<file path="src/rtl/dff_mem_pkg.sv">
// Shared types for the dff_mem_burst slice: command opcodes and the
// sequencer state encoding.
package dff_mem_pkg;

  typedef enum logic [1:0] {
    OP_SET_ADDR = 2'd0,
    OP_WRITE    = 2'd1,
    OP_READ     = 2'd2,
    OP_CLEAR    = 2'd3
  } cmd_op_e;

  typedef enum logic {
    ST_IDLE     = 1'b0,
    ST_CLEARING = 1'b1
  } state_e;

endpackage

</file>
<file path="src/rtl/dff_mem_array.sv">
// Flip-flop storage for dff_mem_burst: one write port and one registered
// read port. Build option DFF_MEM_PARITY_EN adds a per-word even parity bit
// and a parity-mismatch flag on the read port.
module dff_mem_array #(
  parameter int DATA_W = 8,
  parameter int DEPTH  = 32,
  parameter int ADDR_W = $clog2(DEPTH)
) (
  input  logic              clk,
  input  logic              rst,
  input  logic              we,
  input  logic [ADDR_W-1:0] waddr,
  input  logic [DATA_W-1:0] wdata,
  input  logic              wpar_inv,
  input  logic              re,
  input  logic [ADDR_W-1:0] raddr,
  output logic [DATA_W-1:0] rd_data,
  output logic              rd_valid,
  output logic              rd_err
);

`ifdef DFF_MEM_PARITY_EN
  localparam int WORD_W = DATA_W + 1;
`else
  localparam int WORD_W = DATA_W;
`endif

  logic [WORD_W-1:0] mem_q [DEPTH];
  logic [WORD_W-1:0] wword;
  logic [WORD_W-1:0] rword;

  logic [DATA_W-1:0] rd_data_q, rd_data_d;
  logic              rd_valid_q, rd_valid_d;

  // Build the stored word; the parity bit sits above the data bits.
  always_comb begin
`ifdef DFF_MEM_PARITY_EN
    wword = {(^wdata) ^ wpar_inv, wdata};
`else
    wword = wdata;
`endif
  end

  // Storage is deliberately not reset so a reset mid-clear leaves words intact.
  always_ff @(posedge clk) begin
    if (we) begin
      mem_q[waddr] <= wword;
    end
  end

  assign rword = mem_q[raddr];

  // Read data holds between reads; valid is a single-cycle pulse.
  always_comb begin
    rd_data_d  = rd_data_q;
    rd_valid_d = re;
    if (re) begin
      rd_data_d = rword[DATA_W-1:0];
    end
  end

  // Registered read port.
  always_ff @(posedge clk or posedge rst) begin
    if (rst) begin
      rd_data_q  <= '0;
      rd_valid_q <= 1'b0;
    end else begin
      rd_data_q  <= rd_data_d;
      rd_valid_q <= rd_valid_d;
    end
  end

  assign rd_data  = rd_data_q;
  assign rd_valid = rd_valid_q;

`ifdef DFF_MEM_PARITY_EN
  logic rd_err_q, rd_err_d;

  // Flag a mismatch between recomputed and stored parity, only with valid.
  always_comb begin
    rd_err_d = 1'b0;
    if (re) begin
      rd_err_d = (^rword[DATA_W-1:0]) != rword[DATA_W];
    end
  end

  // Error flag register, aligned with rd_valid.
  always_ff @(posedge clk or posedge rst) begin
    if (rst) begin
      rd_err_q <= 1'b0;
    end else begin
      rd_err_q <= rd_err_d;
    end
  end

  assign rd_err = rd_err_q;
`else
  logic unused_par_inv;
  assign unused_par_inv = wpar_inv;
  assign rd_err         = 1'b0;
`endif

endmodule

</file>
<file path="src/rtl/dff_mem_burst.sv">
// Clocked flip-flop memory behind a valid/ready command port, with an
// auto-incrementing pointer and a self-timed bulk CLEAR.
// Optional build macro: DFF_MEM_PARITY_EN (per-word parity, rd_err).
//
// state       | meaning
// ------------+------------------------------------------------------
// ST_IDLE     | accepting commands, cmd_ready high
// ST_CLEARING | writing 0 to word clr_cnt each cycle, commands ignored
module dff_mem_burst #(
  parameter int DATA_W = 8,
  parameter int DEPTH  = 32,
  parameter int ADDR_W = $clog2(DEPTH)
) (
  input  logic              clk,
  input  logic              rst,
  input  logic              cmd_valid,
  output logic              cmd_ready,
  input  logic [1:0]        cmd_op,
  input  logic [DATA_W-1:0] cmd_data,
  input  logic              wr_par_inv,
  output logic [DATA_W-1:0] rd_data,
  output logic              rd_valid,
  output logic              rd_err,
  output logic              addr_err,
  output logic [ADDR_W-1:0] ptr,
  output logic              busy
);
  import dff_mem_pkg::*;

  state_e            state_q, state_d;
  logic [ADDR_W-1:0] ptr_q, ptr_d;
  logic [ADDR_W-1:0] clr_cnt_q, clr_cnt_d;
  logic              addr_err_q, addr_err_d;

  logic              accept;
  cmd_op_e           op;
  logic [31:0]       cmd_data_ext;
  logic              addr_ok;
  logic [ADDR_W-1:0] ptr_inc;
  logic              clr_last;

  logic              arr_we;
  logic              arr_re;
  logic [ADDR_W-1:0] arr_waddr;
  logic [DATA_W-1:0] arr_wdata;
  logic              arr_par_inv;

  // cmd_ready comes straight from the state register, never from cmd_*.
  assign busy      = (state_q == ST_CLEARING);
  assign cmd_ready = ~busy;
  assign accept    = cmd_valid & cmd_ready;
  assign op        = cmd_op_e'(cmd_op);

  // The range check uses the whole data word, not just the pointer bits.
  assign cmd_data_ext = 32'(cmd_data);
  assign addr_ok      = cmd_data_ext < 32'(DEPTH);

  assign ptr_inc  = (ptr_q == ADDR_W'(DEPTH - 1)) ? '0 : ptr_q + ADDR_W'(1);
  assign clr_last = (clr_cnt_q == ADDR_W'(DEPTH - 1));

  // Next-state, pointer and error-pulse logic.
  always_comb begin
    state_d    = state_q;
    ptr_d      = ptr_q;
    clr_cnt_d  = clr_cnt_q;
    addr_err_d = 1'b0;
    unique case (state_q)
      ST_IDLE: begin
        if (accept) begin
          case (op)
            OP_SET_ADDR: begin
              if (addr_ok) begin
                ptr_d = ADDR_W'(cmd_data);
              end else begin
                addr_err_d = 1'b1;
              end
            end
            OP_WRITE: ptr_d = ptr_inc;
            OP_READ:  ptr_d = ptr_inc;
            OP_CLEAR: begin
              state_d   = ST_CLEARING;
              clr_cnt_d = '0;
            end
            default: ;
          endcase
        end
      end
      ST_CLEARING: begin
        if (clr_last) begin
          state_d   = ST_IDLE;
          ptr_d     = '0;
          clr_cnt_d = '0;
        end else begin
          clr_cnt_d = clr_cnt_q + ADDR_W'(1);
        end
      end
      default: state_d = ST_IDLE;
    endcase
  end

  // Storage port steering: the clear sequencer owns the write port while busy.
  always_comb begin
    arr_we      = 1'b0;
    arr_re      = 1'b0;
    arr_waddr   = ptr_q;
    arr_wdata   = cmd_data;
    arr_par_inv = wr_par_inv;
    if (state_q == ST_CLEARING) begin
      arr_we      = 1'b1;
      arr_waddr   = clr_cnt_q;
      arr_wdata   = '0;
      arr_par_inv = 1'b0;
    end else if (accept) begin
      arr_we = (op == OP_WRITE);
      arr_re = (op == OP_READ);
    end
  end

  // Control registers.
  always_ff @(posedge clk or posedge rst) begin
    if (rst) begin
      state_q    <= ST_IDLE;
      ptr_q      <= '0;
      clr_cnt_q  <= '0;
      addr_err_q <= 1'b0;
    end else begin
      state_q    <= state_d;
      ptr_q      <= ptr_d;
      clr_cnt_q  <= clr_cnt_d;
      addr_err_q <= addr_err_d;
    end
  end

  assign ptr      = ptr_q;
  assign addr_err = addr_err_q;

  dff_mem_array #(
    .DATA_W (DATA_W),
    .DEPTH  (DEPTH),
    .ADDR_W (ADDR_W)
  ) u_array (
    .clk      (clk),
    .rst      (rst),
    .we       (arr_we),
    .waddr    (arr_waddr),
    .wdata    (arr_wdata),
    .wpar_inv (arr_par_inv),
    .re       (arr_re),
    .raddr    (ptr_q),
    .rd_data  (rd_data),
    .rd_valid (rd_valid),
    .rd_err   (rd_err)
  );

endmodule
</file>
<file path="config.mk">
export PLATFORM = sky130hd
export DESIGN_NAME = dff_mem_burst
export DESIGN_NICKNAME = d
export VERILOG_FILES = /design/src/rtl/dff_mem_pkg.sv /design/src/rtl/dff_mem_array.sv /design/src/rtl/dff_mem_burst.sv
export SDC_FILE = /design/constraint.sdc
export NUM_CORES = 1
export LEC_CHECK = 0
export BUFFER_PORTS_ARGS = -buffer_cell sky130_fd_sc_hd__buf_2
export CORE_AREA = 8 8 179 181
export DETAILED_ROUTE_END_ITERATION = 8
export DIE_AREA = 0 0 187 189
export PLACE_DENSITY = 0.5
export SLEW_MARGIN = 5
export SYNTH_ARGS = -nofsm -noshare
export SYNTH_HDL_FRONTEND = slang
export SYNTH_SLANG_ARGS = --single-unit
</file>
<file path="constraint.sdc">
create_clock -name clk -period 6.05 [get_ports clk]
set_input_delay 1.21 -clock clk [delete_from_list [all_inputs] [get_ports clk]]
set_output_delay 1.21 -clock clk [all_outputs]
set_load 0.02 [all_outputs]
</file>
==> summary.md, run 1 <==
| Metric | Value |
|---|---|
| Die height | 189 um |
| # placed instances | 985 |
| Num rows | 63 |
| Yosys top cell by area | edfxtp_1 |
| Total track usage | 14.7% |
| Critical path peak fanout | 31 |
| Synth cell types | 44 |
| Ant diodes | 0 |
| DP Area | 11700 um^2 |
| Synth top area share | 68.7% |
| Die footprint | 35300 um^2 |
| Rel. slew slack | 26.0% |
| Max_cap viols | 0 |
| Final hold viol count | 0 |
| Final Power | 6.08 mW |
| Final wirelength | 25.8 mm |
| Post-DR vias/cell | 5.42 |
| Final Instance Count excl. Fillers | 1038 |
| RSZ-0062 raised after global routing | no |
| Setup_tns | 0 ps |
| PostCTS Resize Cnt | 0 |
| Setup ws final | 2380 ps |
| R2R depth | 4 |
| Cell area after layout | 12700 um^2 |
| Critical setup path kind | flip-flop to flip-flop |
| Total gr overflow | 0 |
| Hold wc startpoint | u_array.rd_data[7] |
| Post-detailed-route wirelength per cell | 24.9 um |
| Status | finished clean |
| Leakage power | 4.28 nW |
| Syn_nets | 606 |
| Hold-fix buffers at CTS | 0 |
| R2r startpoint | busy |
| EDFF count, synth | 256 |
| Post-synth ARST share | 7.58% |
| Quantity of I/O buffers inserted on ports | 29 |
| Htree depth | 1 |
| Power Density | 478 nW/um^2 |
| Hold WC Path Type | flip-flop to flip-flop |
| Largest net degree at the start of global routing | 43 |
| Tightest Pin Transition | 1110 ps |
| Die X | 187 um |
| DP Wirelength | 16.1 mm |
| Commonest cells in the netlist | 256 x edfxtp_1, 45 x mux4_2, 37 x nor2_1 |
| Hold EP | u_array.rd_data[7] |
| CP bufs+invs | 1 |
| Worst path max stage delay | 1080 ps |
| Hold slack | 492 ps |
| Setup Viol. Count Final | 0 |
| Avg Inst Size Synth | 19.2 um^2 |
| Max clock buf depth | 3 |
| Register area share after synthesis | 73.4% |
| Fmax | 0.272 GHz |
| TritonRoute pass-1 iters | 5 |
| Clk sink count | 277 |
| Nets | 649 |
| CP Capture Type | flip-flop |
| Fin crit period | 3670 ps |
| Synthesis-stage register bit count | 277 |
| Routed vias | 5628 |
| Worst setup SP type | flip-flop |
| Critical Path AT | 3840 ps |
| Worst EP required | 6220 ps |
| Cell count after synthesis | 583 |
| Cell Chain, Critical Path | inv_1 > a21boi_0 > nand2_1 > nor2_1 |
| Ranking of synthesized cells by area | edfxtp_1 69%, mux4_2 9.1%, dfrtp_1 4.7% |
| Share of cells above drive strength 1 | 21.9% |
| Synthesized area | 11200 um^2 |
| FF-to-FF setup slack | 2380 ps |
| VDD IR-drop max | 0.000247 V |
| Top-count cell post-synth | edfxtp_1 |
| Initial antenna violation count | 0 |
| Post-Route Utilization | 43.5% |
| Num CTS Buffers | 29 |
| Drt drc | 0 |
| Filler Cells Inserted | 2510 |
| Core ar. | 29200 um^2 |
| CTS tree | done |
| Top cell family by delay on the critical path | flip-flops |
| Setup slack at placement | 2440 ps |
| Initial core utilization | 38.2% |
| Worst r2r dst | u_array.mem_q[17][3] |
| Fin. max-slew vios | 0 |
| P&R area growth vs syn | 13.8% |
| Vias in the first global route | 5943 |
| Main flop type after synthesis | edfxtp_1 |
| Yosys warnings | 0 |
| Post-route ant nets | 0 |
| Clk pin slew, worst setup/hold paths | 60 ps |
| CP max stage cell | dfrtp_1 |
| IO Count | 32 |
| Clock Latency Late Sink | 560 ps |
| RePlAce Congestion | 0.798 |
| Clk root buf | clkbuf_16 |
| Global-route wire length before repair | 39.2 mm |
| DRC marker count from the first detailed-route iteration | 501 |
| Hold Path Depth | 2 |
| Final period utilization | 60.7% |
| Final Skew | 16.5 ps |
| Post-CTS Setup Bufs | 0 |
==> registers in the layout, summed over array words and instances, names as in the netlist <==
| signal | cells |
|---|---|
| ptr | 5 |
| busy | 1 |
| u_array.rd_valid | 1 |
| u_array.mem_q | 256 |
| clr_cnt_q | 5 |
| addr_err | 1 |
| u_array.rd_data | 8 |
==> placed cells by master (no fill, tap or decap), types with 9 or more instances in the layout <==
master and n:
edfxtp_1 256, mux4_2 45, nor2_1 37, nand2_1 33
clkbuf_16 29, buf_2 29, mux4_1 19, dfrtp_1 19
o22ai_1 17, o21ai_0 14, nand3_1 13, a22oi_1 12
buf_4 10, ha_1 9
==> layout make-up <==
cell class | count | area [um^2] | area share [%]
inverters | 8 | 30.0 | 0.236
repair buffers | 39 | 220 | 1.73
clock inverters | 17 | 224 | 1.76
clock buffers | 36 | 772 | 6.07
multi-input cells | 271 | 2770 | 21.8
flip-flops and latches | 277 | 8220 | 64.6
well taps | 390 | 488 | 3.83
==> worst reg2reg max path: stages, from the launching register on <==
cell and delay, ps:
dfrtp_1 1080, inv_1 380, a21boi_0 850, nand2_1 290, nor2_1 690
==> where the power goes <==
| part | internal, mW | switching (mW) |
|---|---|---|
| sequential | 2.48 | 0.224 |
| clock | 1.12 | 0.725 |
| combinational | 0.580 | 0.952 |
| total | 4.18 | 1.90 |
==> worst max-delay path by stage <==
stage	slack, ps	startpoint	depth (start not counted)	to
global route	2130	busy	4	u_array.mem_q[18][4]
CTS	2450	busy	4	u_array.mem_q[18][3]
floorplan	3420	cmd_op[1]	6	u_array.mem_q[10][0]
global placement	2500	cmd_op[1]	7	u_array.mem_q[10][3]
detailed placement	2440	cmd_op[1]	7	u_array.mem_q[6][3]
finish	2380	busy	4	u_array.mem_q[17][3]
==> cell families after synthesis <==
kind of cell             synth area share, %
flip-flops                              73.4
AO/OA/AOI/OAI                           4.08
multiplexers                            14.1
buffers and inverters                   2.06
AND/OR/NAND/NOR                         5.22
adder cells (fa/ha/maj)                 1.01
other                                 0.0335
XOR/XNOR                              0.0783
==> routing by layer <==
layer / wire length (um) / vias to the layer above / GRT usage (%)
li1: - / 2476 / -
met1: 11900 / 2937 / 20.4
met2: 12100 / 181 / 23.6
met3: 1320 / 34 / 2.45
met4: 482 / 0 / 3.97
met5: 0 / - / 0
No activity file was read; power rests on OpenSTA's default activity.
==> run 2, diff against run 1 <==
==> constraint.sdc (replaced) <==
create_clock -name clk -period 3.6 [get_ports clk]
set_input_delay 0.72 -clock clk [delete_from_list [all_inputs] [get_ports clk]]
set_output_delay 0.72 -clock clk [all_outputs]
set_load 0.02 [all_outputs]
==> run 2 against run 1 <==
Effect of this change:
- sequential share of layout area is 0.67 points lower
- cell area is 1.0% higher
- flip-flop and latch count stayed put
- via count is 2.0% higher
- worst setup slack worse by 1300 ps
- combinational power is 80% higher
- critical path depth is 2 lower
- critical path type is now flip-flop to output port
- highest routed layer unchanged
==> summary.md, run 2 (synthesis results as in run 1) <==
| Metric | Value |
|---|---|
| Seq pwr share | 45.3% (+0.8 points) |
| Vias in the first global route | 5961 (+0.30%) |
| Cell Chain, Critical Path | buf_4 > buf_2 |
| Global-route wire length before repair | 38.4 mm (-2.0%) |
| VDD IR-drop max | 0.000361 V (+46%) |
| RePlAce Congestion | 0.829 (+3.8%) |
| Initial core utilization | 38.2% (unchanged) |
| M1 wire length | 11.9 mm (+0.40%) |
| Post-CTS Setup Bufs | 0 (unchanged) |
| Clk pin slew, worst setup/hold paths | 60 ps (about the same) |
| Nets | 686 (+5.7%) |
| Final Skew | 5.91 ps (-10.6 ps) |
| Initial antenna violation count | 0 (unchanged) |
| DP Area | 12000 um^2 (+2.6%) |
| Max FFs per register | 256 (unchanged) |
| Power Internal | 6.73 mW (+61%) |
| Clk sink count | 277 (unchanged) |
| Switch share | 31.7% (+0.44 points) |
| WL met3 | 1.13 mm (-15%) |
| Quantity of I/O buffers inserted on ports | 29 (unchanged) |
| Tightest Pin Transition | 974 ps (-136 ps) |
| IO Count | 32 (unchanged) |
| Clk root buf | clkbuf_16 |
| Clock share of power | 26.6% (-3.7 points) |
| Critical Path AT | 1800 ps (-2040 ps) |
| Register bank with the most flops | u_array.mem_q |
| Final Power | 9.86 mW (+62%) |
| Leakage power | 4.40 nW (+2.8%) |
| Setup_tns | 0 ps (unchanged) |
| Sw power | 3.13 mW (+65%) |
| Total gr overflow | 0 (unchanged) |
| Final period utilization | 69.9% |
| Htree depth | 1 (unchanged) |
| TritonRoute pass-1 iters | 5 (unchanged) |
| Setup Viol. Count Final | 0 (unchanged) |
| Hold WC Path Type | input pin to async pin |
| Worst EP required | 2880 ps (-3340 ps) |
| Most frequent cells in the layout | 256 x edfxtp_1, 45 x mux4_2, 45 x buf_4 |
| DRC marker count from the first detailed-route iteration | 515 (+2.8%) |
| Die footprint | 35300 um^2 (unchanged) |
| Max_cap viols | 0 (unchanged) |
| RSZ-0062 raised after global routing | no |
| Final hold viol count | 0 (unchanged) |
| Core ar. | 29200 um^2 (unchanged) |
| Hold slack | 403 ps (-88.6 ps) |
| Total track usage | 14.3% (-0.33 points) |
| Uppermost routed layer | met4 |
| Critical path peak fanout | 20 (-35%) |
| Commonest non-fill, non-tap cell in the layout | edfxtp_1 |
| Die height | 189 um (unchanged) |
| DP Wirelength | 16.2 mm (+0.88%) |
| Post-route ant nets | 0 (unchanged) |
| Post-detailed-route wirelength per cell | 23.8 um (-4.3%) |
| PostCTS Resize Cnt | 0 (unchanged) |
| Worst path max stage delay | 690 ps (-390 ps) |
| P&R area growth vs syn | 15.0% |
| Power Density | 767 nW/um^2 (+61%) |
| Fmax | 0.397 GHz |
| CP Capture Type | output port |
| Share of cells above drive strength 1 | 25.6% (+3.6 points) |
| Setup ws final | 1080 ps (-1300 ps) |
| CTS tree | done |
| Final wirelength | 25.5 mm (-1.1%) |
| Max clock buf depth | 3 (unchanged) |
| Routed vias | 5742 (+2.0%) |
| Post-Route Utilization | 44.0% (+0.45 points) |
| Met2 wire length | 11.8 mm (-2.5%) |
| # placed instances | 1022 (+3.8%) |
| Clock Latency Late Sink | 530 ps (-30 ps) |
| Setup slack at placement | 859 ps (-1580 ps) |
| Fin crit period | 2520 ps |
| Num CTS Buffers | 29 (unchanged) |
| Post-DR vias/cell | 5.36 (-1.2%) |
| Cell area after layout | 12900 um^2 (+1.0%) |
| Rel. slew slack | 35.0% (+9.0 points) |
| Drt drc | 0 (unchanged) |
| Fin. max-slew vios | 0 (unchanged) |
| Largest net degree at the start of global routing | 43 (unchanged) |
| Combinational power share | 28.0% (+2.8 points) |
| Final Instance Count excl. Fillers | 1072 (+3.3%) |
| Worst setup SP type | flip-flop |
| Status | finished clean |
| Die X | 187 um (unchanged) |
| Critical setup path kind | flip-flop to output port |
| CP max stage cell | dfrtp_4 |
| Hold-fix buffers at CTS | 0 (unchanged) |
| Num rows | 63 (unchanged) |
[run 2: cell count changes in the layout (fill, tap and decap cells not counted), sizes merged]
cell      change
buf          +37
bufinv        -5
diode         +1
clkinvlp      +1
inv           +1
clkinv        +1
clkbuf        -2
[run 2: cell type report]
type | instances | area (um^2)
multi-input combinational | 271 | 2770
clock buffer | 34 | 744
tap | 390 | 488
clock inverter | 15 | 78.8
fill | 2513 | 16400
timing repair buffer | 76 | 523
antenna | 1 | 2.50
sequential | 277 | 8220
inverter | 8 | 30.0
[run 2: final timing paths]
kind	start	to	slack (ps)	cells after the start
min in group clk	cmd_data[7]	addr_err	460	2
worst max register to register	ptr[1]	u_array.mem_q[4][3]	1210	5
worst max-delay path	ptr[0]	ptr[0]	1080	2
worst min-delay path	rst	addr_err	400	2
max in group asynchronous	rst	ptr[0]	2490	2
worst min register to register	u_array.rd_data[7]	u_array.rd_data[7]	500	2
[run 2: layer usage]
metal	track usage (%)	vias up
met1	19.7	3030
met4	4.67	0
met2	22.8	129
met5	0	-
li1	-	2544
met3	2.61	39
[run 2: power groups by stage]
| stage | clock (mW) | combinational, mW | sequential, mW |
|---|---|---|---|
| finish | 2.63 | 2.76 | 4.47 |
| floorplan | 0 | 1.85 | 4.42 |
| CTS | 2.69 | 2.81 | 4.48 |
| global placement | 0 | 2.76 | 4.52 |
| detailed placement | 0 | 2.80 | 4.54 |
| global route | 2.82 | 2.97 | 4.53 |
[run 2: critical path, delay by kind of cell (launching register included)]
| kind | cells | cell delay (ps) |
|---|---|---|
| buffers and inverters | 2 | 560 |
| flip-flops | 1 | 690 |
